## src/rtl/morse_decoder_pkg.sv

```systemverilog
// Shared Morse constants: quarter-unit thresholds, FSM states, ASCII codes,
// and the dot/dash bit convention used by the pattern register and the LUT.
package morse_decoder_pkg;

  // Thresholds in quarter-unit ticks (Q counts)
  localparam logic [7:0] Q_GLITCH = 8'd2;
  localparam logic [7:0] Q_DASH   = 8'd8;
  localparam logic [7:0] Q_LETTER = 8'd8;
  localparam logic [7:0] Q_WORD   = 8'd20;
  localparam logic [7:0] Q_STUCK  = 8'd28;
  localparam logic [7:0] Q_MAX    = 8'd255;

  // Pattern storage: low nsym bits hold the symbols, first symbol at bit nsym-1
  localparam int PAT_W  = 6;
  localparam int NSYM_W = 3;

  localparam logic SYM_DOT  = 1'b0;
  localparam logic SYM_DASH = 1'b1;

  localparam logic [7:0] ASCII_QMARK = 8'h3F;
  localparam logic [7:0] ASCII_SPACE = 8'h20;

  typedef enum logic [2:0] {
    IDLE  = 3'd0,
    MARK  = 3'd1,
    GAP   = 3'd2,
    WWAIT = 3'd3,
    STUCK = 3'd4
  } state_t;

endpackage

```

## src/rtl/morse_decoder_if.sv

```systemverilog
// Decoder bus: keyed envelope in, decoded character strobe out.
interface morse_decoder_if;
  logic       iKEY;
  logic [7:0] oCHAR;
  logic       oVALID;
  logic       oERR;
  logic       oBUSY;

  // decoder side
  modport master (input iKEY, output oCHAR, oVALID, oERR, oBUSY);
  // key source / character sink side
  modport slave  (output iKEY, input oCHAR, oVALID, oERR, oBUSY);
endinterface

```

## src/rtl/morse_decoder_lut.sv

```systemverilog
// Combinational Morse pattern -> ASCII lookup (A-Z, 0-9).
// pattern holds nsym symbols in its low bits, first symbol at bit nsym-1,
// 1 = dash. Anything not in the table reports hit=0 and ascii='?'.
module morse_lut
  import morse_decoder_pkg::*;
(
  input  logic [NSYM_W-1:0] nsym,
  input  logic [PAT_W-1:0]  pattern,
  output logic [7:0]        ascii,
  output logic              hit
);

  logic [7:0] code;

  // table lookup; code 0 marks a miss
  always_comb begin
    code = 8'h00;
    case ({nsym, pattern})
      {3'd2, 6'b000001}: code = 8'h41; // A .-
      {3'd4, 6'b001000}: code = 8'h42; // B -...
      {3'd4, 6'b001010}: code = 8'h43; // C -.-.
      {3'd3, 6'b000100}: code = 8'h44; // D -..
      {3'd1, 6'b000000}: code = 8'h45; // E .
      {3'd4, 6'b000010}: code = 8'h46; // F ..-.
      {3'd3, 6'b000110}: code = 8'h47; // G --.
      {3'd4, 6'b000000}: code = 8'h48; // H ....
      {3'd2, 6'b000000}: code = 8'h49; // I ..
      {3'd4, 6'b000111}: code = 8'h4A; // J .---
      {3'd3, 6'b000101}: code = 8'h4B; // K -.-
      {3'd4, 6'b000100}: code = 8'h4C; // L .-..
      {3'd2, 6'b000011}: code = 8'h4D; // M --
      {3'd2, 6'b000010}: code = 8'h4E; // N -.
      {3'd3, 6'b000111}: code = 8'h4F; // O ---
      {3'd4, 6'b000110}: code = 8'h50; // P .--.
      {3'd4, 6'b001101}: code = 8'h51; // Q --.-
      {3'd3, 6'b000010}: code = 8'h52; // R .-.
      {3'd3, 6'b000000}: code = 8'h53; // S ...
      {3'd1, 6'b000001}: code = 8'h54; // T -
      {3'd3, 6'b000001}: code = 8'h55; // U ..-
      {3'd4, 6'b000001}: code = 8'h56; // V ...-
      {3'd3, 6'b000011}: code = 8'h57; // W .--
      {3'd4, 6'b001001}: code = 8'h58; // X -..-
      {3'd4, 6'b001011}: code = 8'h59; // Y -.--
      {3'd4, 6'b001100}: code = 8'h5A; // Z --..
      {3'd5, 6'b011111}: code = 8'h30; // 0 -----
      {3'd5, 6'b001111}: code = 8'h31; // 1 .----
      {3'd5, 6'b000111}: code = 8'h32; // 2 ..---
      {3'd5, 6'b000011}: code = 8'h33; // 3 ...--
      {3'd5, 6'b000001}: code = 8'h34; // 4 ....-
      {3'd5, 6'b000000}: code = 8'h35; // 5 .....
      {3'd5, 6'b010000}: code = 8'h36; // 6 -....
      {3'd5, 6'b011000}: code = 8'h37; // 7 --...
      {3'd5, 6'b011100}: code = 8'h38; // 8 ---..
      {3'd5, 6'b011110}: code = 8'h39; // 9 ----.
      default:           code = 8'h00;
    endcase
  end

  assign hit   = (code != 8'h00);
  assign ascii = hit ? code : ASCII_QMARK;

endmodule

```

## src/rtl/morse_decoder.sv

```systemverilog
// Receive-side Morse decoder: synchronises the keyed envelope, times marks
// and spaces in quarter-unit ticks, assembles dot/dash patterns and emits
// one ASCII character (or word space) per one-cycle oVALID strobe.
module morse_decoder
  import morse_decoder_pkg::*;
#(
  parameter int UNIT_CYCLES = 12_500_000,
  parameter int MAX_SYMS    = 6
) (
  input  logic               iCLK,
  input  logic               iRST_N,
  morse_decoder_if.master    bus
);

  localparam int QDIV  = UNIT_CYCLES / 4;
  localparam int PRE_W = (QDIV > 2) ? $clog2(QDIV) : 1;
  localparam logic [PRE_W-1:0] PRE_MAX = PRE_W'(QDIV - 1);
  localparam logic [NSYM_W-1:0] NSYM_MAX = NSYM_W'(MAX_SYMS);

  // synchroniser and edge detect
  logic kMeta, kS, kPrev;
  logic kEdge, kRise, kFall;
  logic armed;

  // timebase
  logic [PRE_W-1:0] pre;
  logic [7:0]       q;
  logic             hitLetter, hitWord, hitStuck;

  // character assembly
  state_t            state;
  logic [PAT_W-1:0]  pattern;
  logic [NSYM_W-1:0] nsym;
  logic              ovf;
  logic              spaceOk;
  logic [7:0]        lutChar;
  logic              lutHit;

  // registered outputs
  logic [7:0] chrR;
  logic       validR, errR, busyR;

  // Synchroniser is deliberately not reset so a key held through reset keeps
  // kS high and cannot fake a rising edge after release.
  always_ff @(posedge iCLK) begin
    kMeta <= bus.iKEY;
    kS    <= kMeta;
    kPrev <= kS;
  end

  assign kEdge = kS ^ kPrev;
  assign kRise = kS & ~kPrev;
  assign kFall = ~kS & kPrev;

  // arm only after the key has been seen released
  always_ff @(posedge iCLK) begin
    if (!iRST_N)  armed <= 1'b0;
    else if (!kS) armed <= 1'b1;
  end

  // quarter-unit prescaler and saturating run-length counter, cleared on every edge
  always_ff @(posedge iCLK) begin
    if (!iRST_N) begin
      pre <= '0;
      q   <= '0;
    end else if (kEdge) begin
      pre <= '0;
      q   <= '0;
    end else if (pre == PRE_MAX) begin
      pre <= '0;
      if (q != Q_MAX) q <= q + 8'd1;
    end else begin
      pre <= pre + PRE_W'(1);
    end
  end

  // pre wraps to 0 in the same cycle q steps, so this is true exactly once
  // per run: the cycle Q first equals the threshold
  assign hitLetter = (pre == '0) && (q == Q_LETTER);
  assign hitWord   = (pre == '0) && (q == Q_WORD);
  assign hitStuck  = (pre == '0) && (q == Q_STUCK);

  morse_lut uLut (
    .nsym    (nsym),
    .pattern (pattern),
    .ascii   (lutChar),
    .hit     (lutHit)
  );

  // decode FSM with symbol register and registered strobes
  always_ff @(posedge iCLK) begin
    if (!iRST_N) begin
      state   <= IDLE;
      pattern <= '0;
      nsym    <= '0;
      ovf     <= 1'b0;
      spaceOk <= 1'b0;
      chrR    <= '0;
      validR  <= 1'b0;
      errR    <= 1'b0;
      busyR   <= 1'b0;
    end else begin
      validR <= 1'b0;
      errR   <= 1'b0;
      case (state)
        IDLE: begin
          if (kRise && armed) begin
            state <= MARK;
            busyR <= 1'b1;
          end
        end

        MARK: begin
          if (kFall) begin
            // short marks are glitches and leave the pattern untouched
            if (q >= Q_GLITCH) begin
              pattern <= {pattern[PAT_W-2:0], (q >= Q_DASH) ? SYM_DASH : SYM_DOT};
              if (nsym == NSYM_MAX) ovf  <= 1'b1;
              else                  nsym <= nsym + NSYM_W'(1);
            end
            state <= GAP;
          end else if (hitStuck) begin
            errR    <= 1'b1;
            pattern <= '0;
            nsym    <= '0;
            ovf     <= 1'b0;
            state   <= STUCK;
          end
        end

        STUCK: begin
          if (!kS) begin
            state <= IDLE;
            busyR <= 1'b0;
          end
        end

        GAP: begin
          if (hitLetter) begin
            if (nsym != '0) begin
              chrR    <= (ovf || !lutHit) ? ASCII_QMARK : lutChar;
              errR    <= ovf || !lutHit;
              validR  <= 1'b1;
              spaceOk <= 1'b1;
              pattern <= '0;
              nsym    <= '0;
              ovf     <= 1'b0;
              state   <= kRise ? MARK : WWAIT;
              busyR   <= 1'b1;
            end else begin
              state <= kRise ? MARK : IDLE;
              busyR <= kRise;
            end
          end else if (kRise) begin
            state <= MARK;
          end
        end

        WWAIT: begin
          if (hitWord) begin
            if (spaceOk) begin
              chrR    <= ASCII_SPACE;
              validR  <= 1'b1;
              spaceOk <= 1'b0;
            end
            state <= kRise ? MARK : IDLE;
            busyR <= kRise;
          end else if (kRise) begin
            state <= MARK;
          end
        end

        default: begin
          state <= IDLE;
          busyR <= 1'b0;
        end
      endcase
    end
  end

  assign bus.oCHAR  = chrR;
  assign bus.oVALID = validR;
  assign bus.oERR   = errR;
  assign bus.oBUSY  = busyR;

endmodule
```

## src/flat_wrapper.sv

```systemverilog
// flat-port wrapper written by rule: the top's interface ports become plain ports
module morse_decoder_flat import morse_decoder_pkg::*;
#(
  parameter int UNIT_CYCLES = 12_500_000,
  parameter int MAX_SYMS    = 6
)
  (iCLK, iRST_N, bus_iKEY, bus_oCHAR, bus_oVALID, bus_oERR, bus_oBUSY);
  morse_decoder_if bus_i ();
  input  logic iCLK;
  input  logic iRST_N;
  input wire logic [$bits(bus_i.iKEY)-1:0] bus_iKEY;
  output wire logic [$bits(bus_i.oCHAR)-1:0] bus_oCHAR;
  output wire logic [$bits(bus_i.oVALID)-1:0] bus_oVALID;
  output wire logic [$bits(bus_i.oERR)-1:0] bus_oERR;
  output wire logic [$bits(bus_i.oBUSY)-1:0] bus_oBUSY;
  assign bus_i.iKEY = bus_iKEY;
  assign bus_oCHAR = bus_i.oCHAR;
  assign bus_oVALID = bus_i.oVALID;
  assign bus_oERR = bus_i.oERR;
  assign bus_oBUSY = bus_i.oBUSY;
  morse_decoder #(.UNIT_CYCLES(UNIT_CYCLES), .MAX_SYMS(MAX_SYMS)) u_core (.iCLK(iCLK), .iRST_N(iRST_N), .bus(bus_i));
endmodule
```

## config.mk

```make
export PLATFORM = sky130hd
export DESIGN_NAME = morse_decoder_flat
export DESIGN_NICKNAME = d
export VERILOG_FILES = /design/src/rtl/morse_decoder_pkg.sv /design/src/rtl/morse_decoder_if.sv /design/src/rtl/morse_decoder_lut.sv /design/src/rtl/morse_decoder.sv /design/src/flat_wrapper.sv
export SDC_FILE = /design/constraint.sdc
export NUM_CORES = 1
export LEC_CHECK = 0
export CAP_MARGIN = 20
export CORE_ASPECT_RATIO = 1.5
export CORE_UTILIZATION = 56
export DETAILED_ROUTE_END_ITERATION = 12
export PLACE_DENSITY = 0.77
export SYNTH_ARGS = -nofsm -noshare
export SYNTH_HDL_FRONTEND = slang
export SYNTH_HIERARCHICAL = 1
export SYNTH_SLANG_ARGS = --single-unit
export TNS_END_PERCENT = 5
```

## constraint.sdc

```tcl
create_clock -name iCLK -period 2.2 [get_ports iCLK]
set_input_delay 0.44 -clock iCLK [delete_from_list [all_inputs] [get_ports iCLK]]
set_output_delay 0.44 -clock iCLK [all_outputs]
set_load 0.1 [all_outputs]
```

==> results of run 1 <==
[metal layers]
metal | up-vias | GRT usage [%] | share of wire [%]
met2 | 94 | 53.7 | 53
met3 | 47 | 6.14 | 3.5
met1 | 1738 | 29.4 | 38
li1 | 1811 | - | -
met4 | 0 | 22.9 | 5.8
met5 | - | 0 | 0
[final cells by class]
| cell class | instances | area (µm²) |
|---|---|---|
| Fill cell | 513 | 1900 |
| Multi-Input combinational cell | 369 | 2450 |
| Timing Repair Buffer | 75 | 576 |
| Inverter | 20 | 75.1 |
| Tap cell | 76 | 95.1 |
| Clock inverter | 2 | 35.0 |
| Sequential cell | 59 | 1200 |
| Clock buffer | 13 | 159 |
[critical path, stage by stage (launching register included)]
cell and delay [ns]:
dfxtp_2 0.37, buf_4 0.15, nand2b_1 0.13, mux2_2 0.36, o211ai_1 0.12, nand3_2 0.13, or2_1 0.25, nand2b_1 0.12
a22oi_1 0.11, a2111oi_2 0.29
[stage by stage]
| step | util [%] | std cells | hold WS, ns | area (µm²) | setup TNS (ns) |
|---|---|---|---|---|---|
| 2_1_floorplan | - | 477 | 0.310 | 3750 | 0 |
| 3_3_place_gp | 65.9 | 599 | 0.311 | 4280 | 0 |
| 3_5_place_dp | 65.9 | 599 | 0.316 | 4280 | -0.0804 |
| 4_1_cts | 69.0 | 614 | 0.330 | 4480 | 0 |
| 5_1_grt | 70.7 | 614 | 0.344 | 4590 | -0.112 |
| 6_report | 70.7 | 614 | 0.326 | 4590 | 0 |
[cells in the mapped netlist, types with 10 or more instances]
cell       n  area [µm²]
nor2_1    64         240
dfxtp_1   59        1180
nand2_1   43         161
nand3_1   25         125
a21oi_1   20         100
inv_1     20        75.1
nor3_1    17        85.1
xnor2_1   15         131
clkbuf_1  14        52.6
o21ai_1   13        65.1
xor2_1    13         114
nand4_1   11        68.8
buf_2     10        50.1
ha_1      10         125
[flip-flops by register name, summed over array words and instances (netlist names), 3 cells and up]
signal,cells
u_core/pre,22
u_core/bus.oCHAR,8
u_core/q,8
u_core/pattern,6
u_core/nsym,3
u_core/state,3
[where the power goes]
part           switching (µW)  total, µW  internal [µW]
registers                8.50       1090           1080
clock network             402        979            577
logic                     106        174           68.3
[cells by family after synthesis]
logic type / Yosys count / share of synthesized area, %
xor gates and xnor gates: 28 / 6.53
AOI/OAI and AO/OA: 91 / 16.9
DFF: 59 / 31.5
and+or+nand+nor: 234 / 34.6
adders and majority gates: 10 / 3.33
muxes: 5 / 1.40
other: 1 / 0.0999
buffers and inverters: 49 / 5.73
[path summary, 6_finish.rpt]
kind	start	to	slack, ns
worst max-delay path	u_core/pattern[0]$_SDFFE_PN0P_	u_core/bus.oERR$_SDFF_PN0_	0.09
worst min-delay path	u_core/kMeta$_DFF_P_	u_core/kS$_DFF_P_	0.33
worst max register to register	u_core/pattern[0]$_SDFFE_PN0P_	u_core/bus.oERR$_SDFF_PN0_	0.09
worst min register to register	u_core/kMeta$_DFF_P_	u_core/kS$_DFF_P_	0.33
[timing repair]
action / 4_1_cts / 5_1_grt
hold endpoints to repair: 0 / 0
resized for setup: 5 / 29
pin swaps: 0 / 5
setup endpoints to repair: 5 / 15
==> flow_summary.json, run 1 <==
{
  "seq_area_frac_synth_pct": 31.5,
  "power_uw": 2240,
  "cp.arrival_ns": 2.35,
  "synth-edff-count": 0,
  "ir_worst_vdd_v": 0.000512,
  "num_rows": 36,
  "io_pins": 14,
  "grt_pass1_vias": 3570,
  "fin_ws_ns": 0.0932,
  "area_growth_pct": 22.2,
  "status": "finished, final reports clean",
  "clock-skew-final_ns": 0.00824,
  "nets": 547,
  "drc_errors": 0,
  "grt_usage_pct": 30.3,
  "synth_cells": 477,
  "clk_latency_ns": 0.35,
  "grt_first_pass_wirelength_mm": 15.8,
  "criticalPathCategory": "reg -> reg",
  "pre_cts_slack_ns": -0.0613,
  "worst_slew_pin_slew_ns": 0.563,
  "cts_buffers": 9,
  "ys_seq_elements": 59,
  "antenna-diode-count": 0,
  "grt-ovfl-total": 0,
  "dpl.hpwl_mm": 7.49,
  "syn-num-nets": 490,
  "final_common_cell": "buf_4",
  "holdPathStages": 0,
  "routed_via_density": 6.01,
  "cts_num_sinks": 59,
  "grt_setup_unrepaired": "yes",
  "cts_hold_buffers": 0,
  "start_util_pct": 57.9,
  "htree_levels": 3,
  "synthFlopType": "dfxtp_1",
  "hold_violations": 0,
  "clk_pin_slew_ns": 0.06,
  "powerDensity_nw_per_um2": 489,
  "fin_crit_ns": 2.11,
  "dr.pass1.iters": 4,
  "synthArstFlopShare_pct": 0,
  "grt_antenna_before_repair": 0,
  "cts_tree": "yes",
  "required_ns": 2.44,
  "p_leak_uw": 0.00173,
  "crit_path_start_kind": "flop",
  "yosysUniqueCellTypes": 76,
  "drtAntennaViolNets": 0,
  "endpoint_kind": "flop",
  "cts_root_buffer": "clkbuf_8",
  "layout_common_cells": "71 x buf_4, 64 x nor2_1, 48 x dfxtp_1",
  "hold_path.class": "reg -> reg",
  "grt_max_degree": 24,
  "slew-limit-headroom_pct": 62.4,
  "gp_congestion": 0.991,
  "vias": 3690,
  "cts_setup_buffers": 0,
  "finalCritPeriodShare_pct": 95.8,
  "path_max_fanout": 7,
  "avgSynthCellArea_um2": 7.87,
  "maxCapViolCount": 0,
  "clockBufferDepth": 2,
  "reg2reg_depth": 9,
  "port_buffers": 13,
  "die_area_um2": 7040,
  "wirelength_mm": 9.92,
  "ys_warn_count": 6,
  "post_drt_wl_per_cell_um": 16.2,
  "setup_viol": 0,
  "drive_above_1_share_pct": 25.1,
  "fp.dieW_um": 68.8,
  "coreArea_um2": 6490,
  "syn_area_um2": 3750,
  "die_h_um": 102,
  "initialDrtViolationCount": 154,
  "fmax_ghz": 0.475,
  "maxSlewViolCount": 0
}
Power figures use the tool's default switching activity.
==> inputs of run 2 (changes only) <==
--- a/config.mk
+++ b/config.mk
@@ -5,10 +5,13 @@
 export SDC_FILE = /design/constraint.sdc
 export NUM_CORES = 1
 export LEC_CHECK = 0
+export ABC_CLOCK_PERIOD_IN_PS = 2200
 export CAP_MARGIN = 20
 export CORE_ASPECT_RATIO = 1.5
 export CORE_UTILIZATION = 56
 export DETAILED_ROUTE_END_ITERATION = 12
+export GPL_TIMING_DRIVEN = 0
+export MAX_ROUTING_LAYER = met4
 export PLACE_DENSITY = 0.77
 export SYNTH_ARGS = -nofsm -noshare
 export SYNTH_HDL_FRONTEND = slang
==> run 2 against run 1 <==
Compared with the run above: clock power is 4.9% lower; combinational power is essentially flat; critical path depth rose by 2; wire length is 0.41% higher; core utilization down 0.60 points; total power fell by 2.2%; flip-flop and latch count unchanged; hold slack better by 0.012 ns; largest cell class unchanged; register-to-register slack worse by 0.11 ns; final cell count shrank 3.4%; clock skew about the same; the run now ends with negative setup slack left.
==> flow_summary.json, run 2 (synthesized netlist as in run 1, its figures left out) <==
{
  "htree_levels": 3,
  "clock-skew-final_ns": 0.00775,
  "endpoint_kind": "flop",
  "die_h_um": 102,
  "antenna-diode-count": 0,
  "drc_errors": 0,
  "grt-ovfl-total": 0,
  "area_growth_pct": 21.1,
  "clockBufferDepth": 2,
  "slew-limit-headroom_pct": 35.6,
  "timing.critical_path.to": "u_core/bus.oCHAR[3]$_SDFFE_PN0P_",
  "grt_pass1_vias": 3388,
  "fmax_ghz": 0.452,
  "io_pins": 14,
  "maxCapViolCount": 0,
  "port_buffers": 12,
  "drtAntennaViolNets": 0,
  "fin_ws_ns": -0.0137,
  "cts_tree": "yes",
  "hold_slack_ns": 0.338,
  "start_util_pct": 57.9,
  "wirelength_mm": 9.97,
  "required_ns": 2.43,
  "post_drt_wl_per_cell_um": 16.8,
  "final_core_util_pct": 70.1,
  "cts_buffers": 9,
  "drive_above_1_share_pct": 21.7,
  "grt_setup_unrepaired": "yes",
  "clk_pin_slew_ns": 0.06,
  "worstReg2RegEnd": "u_core/bus.oCHAR[3]$_SDFFE_PN0P_",
  "finalCritPeriodShare_pct": 101,
  "maxSlewViolCount": 0,
  "largest_register": "u_core/pre",
  "status": "finished, violations left",
  "powerDensity_nw_per_um2": 482,
  "criticalPathCategory": "reg -> reg",
  "fin_crit_ns": 2.21,
  "crit_path_start": "u_core/nsym[1]$_SDFFE_PN0P_",
  "rrSetupSlack_ns": -0.01,
  "fp.dieW_um": 68.8,
  "path_max_fanout": 10,
  "cp.arrival_ns": 2.44,
  "dpl.hpwl_mm": 6.78,
  "worst_slew_pin_slew_ns": 0.969,
  "vias": 3704,
  "coreArea_um2": 6490,
  "cts_num_sinks": 59,
  "nets": 525,
  "cts_root_buffer": "clkbuf_8",
  "dr.pass1.iters": 6,
  "final_common_cell": "nor2_1",
  "hold_violations": 0,
  "gp_congestion": 0.980,
  "num_rows": 36,
  "initialDrtViolationCount": 317,
  "grt_usage_pct": 30.4,
  "hold_path.class": "reg -> reg",
  "ir_worst_vdd_v": 0.000485,
  "p_leak_uw": 0.00166,
  "grt_max_degree": 16,
  "r2r_start": "u_core/nsym[1]$_SDFFE_PN0P_",
  "largest_register_ffs": 22,
  "crit_path_start_kind": "flop",
  "n_fill_cell": 556,
  "layout_common_cells": "62 x nor2_1, 45 x dfxtp_1, 40 x nand2_1",
  "setup_viol": 4,
  "reg2reg_depth": 11,
  "clk_latency_ns": 0.35,
  "grt_first_pass_wirelength_mm": 15.5,
  "die_area_um2": 7040,
  "violations": "negative setup slack",
  "grt_antenna_before_repair": 0,
  "routed_via_density": 6.25,
  "cts_hold_buffers": 0
}
-- run 2: changes by cell type in the layout (fill, tap and decap cells not counted), sizes merged --
cell,before,now
clkbuf,13,25
clkdlybuf4s50,2,1
dlygate4sd2,0,11
buf,73,31
bufinv,1,0
-- run 2: cell type report --
class	count	area, µm²	share of cell area [%]
inverter	20	75.1	1.65
multi-input combinational	369	2560	56.4
timing repair buffer	27	223	4.90
buffer	26	191	4.21
clock inverter	1	5.00	0.110
sequential	59	1210	26.6
tap	76	95.1	2.09
clock buffer	15	186	4.10
-- run 2: stage by stage --
step | instances | setup WS [ns] | cell area [µm²] | TNS (ns) | total power [µW]
final | 593 | -0.0137 | 4550 | -0.0339 | 2190
after global routing | 593 | -0.0745 | 4550 | -0.659 | 2270
after CTS | 591 | -0.0865 | 4300 | -0.377 | 2190
after detailed placement | 565 | -0.509 | 3970 | -3.15 | 1260
after global placement | 565 | -0.514 | 3970 | -2.39 | 1260
after floorplan | 477 | 0.0311 | 3750 | 0 | 1230
-- run 2: routing by layer --
metal  vias up  track usage, %  share of wire (%)
li1       1769               -                  -
met1      1762            30.1                 38
met2       138            51.8                 54
met3        35            8.82                4.9
met4         0            16.3                3.2
met5         -               -                  0
-- run 2: worst min path at each step --
stage | start | endpoint | cells after the start
3_5_place_dp | u_core/kMeta$_DFF_P_ | u_core/kS$_DFF_P_ | 0
3_3_place_gp | u_core/kMeta$_DFF_P_ | u_core/kS$_DFF_P_ | 0
5_1_grt | u_core/kMeta$_DFF_P_ | u_core/kS$_DFF_P_ | 0
6_report | u_core/kMeta$_DFF_P_ | u_core/kS$_DFF_P_ | 0
4_1_cts | u_core/kMeta$_DFF_P_ | u_core/kS$_DFF_P_ | 0
2_1_floorplan | u_core/kMeta$_DFF_P_ | u_core/kS$_DFF_P_ | 0
-- run 2: where the power goes --
part / internal, µW / switching (µW) / total (µW)
registers: 1080 / 11.8 / 1090
clock network: 531 / 400 / 931
logic: 60.4 / 110 / 171
-- run 2: timing repair --
action / in CTS / in global routing
cloned: 0 / 0
endpoints found under the setup margin: 33 / 40
resized for setup: 39 / 56
pin swaps: 8 / 16
setup buffers: 10 / 5
-- run 2: critical path, cell delays in order (launching register included) --
cell      delay, ns
dfxtp_2        0.35
buf_6          0.15
or4b_4         0.57
nor2_4         0.15
o211ai_1       0.13
nand3_2        0.10
or2_1          0.12
nand2b_1       0.06
clkbuf_8       0.15
buf_4          0.15
nor2_1         0.10
o21ai_1        0.06
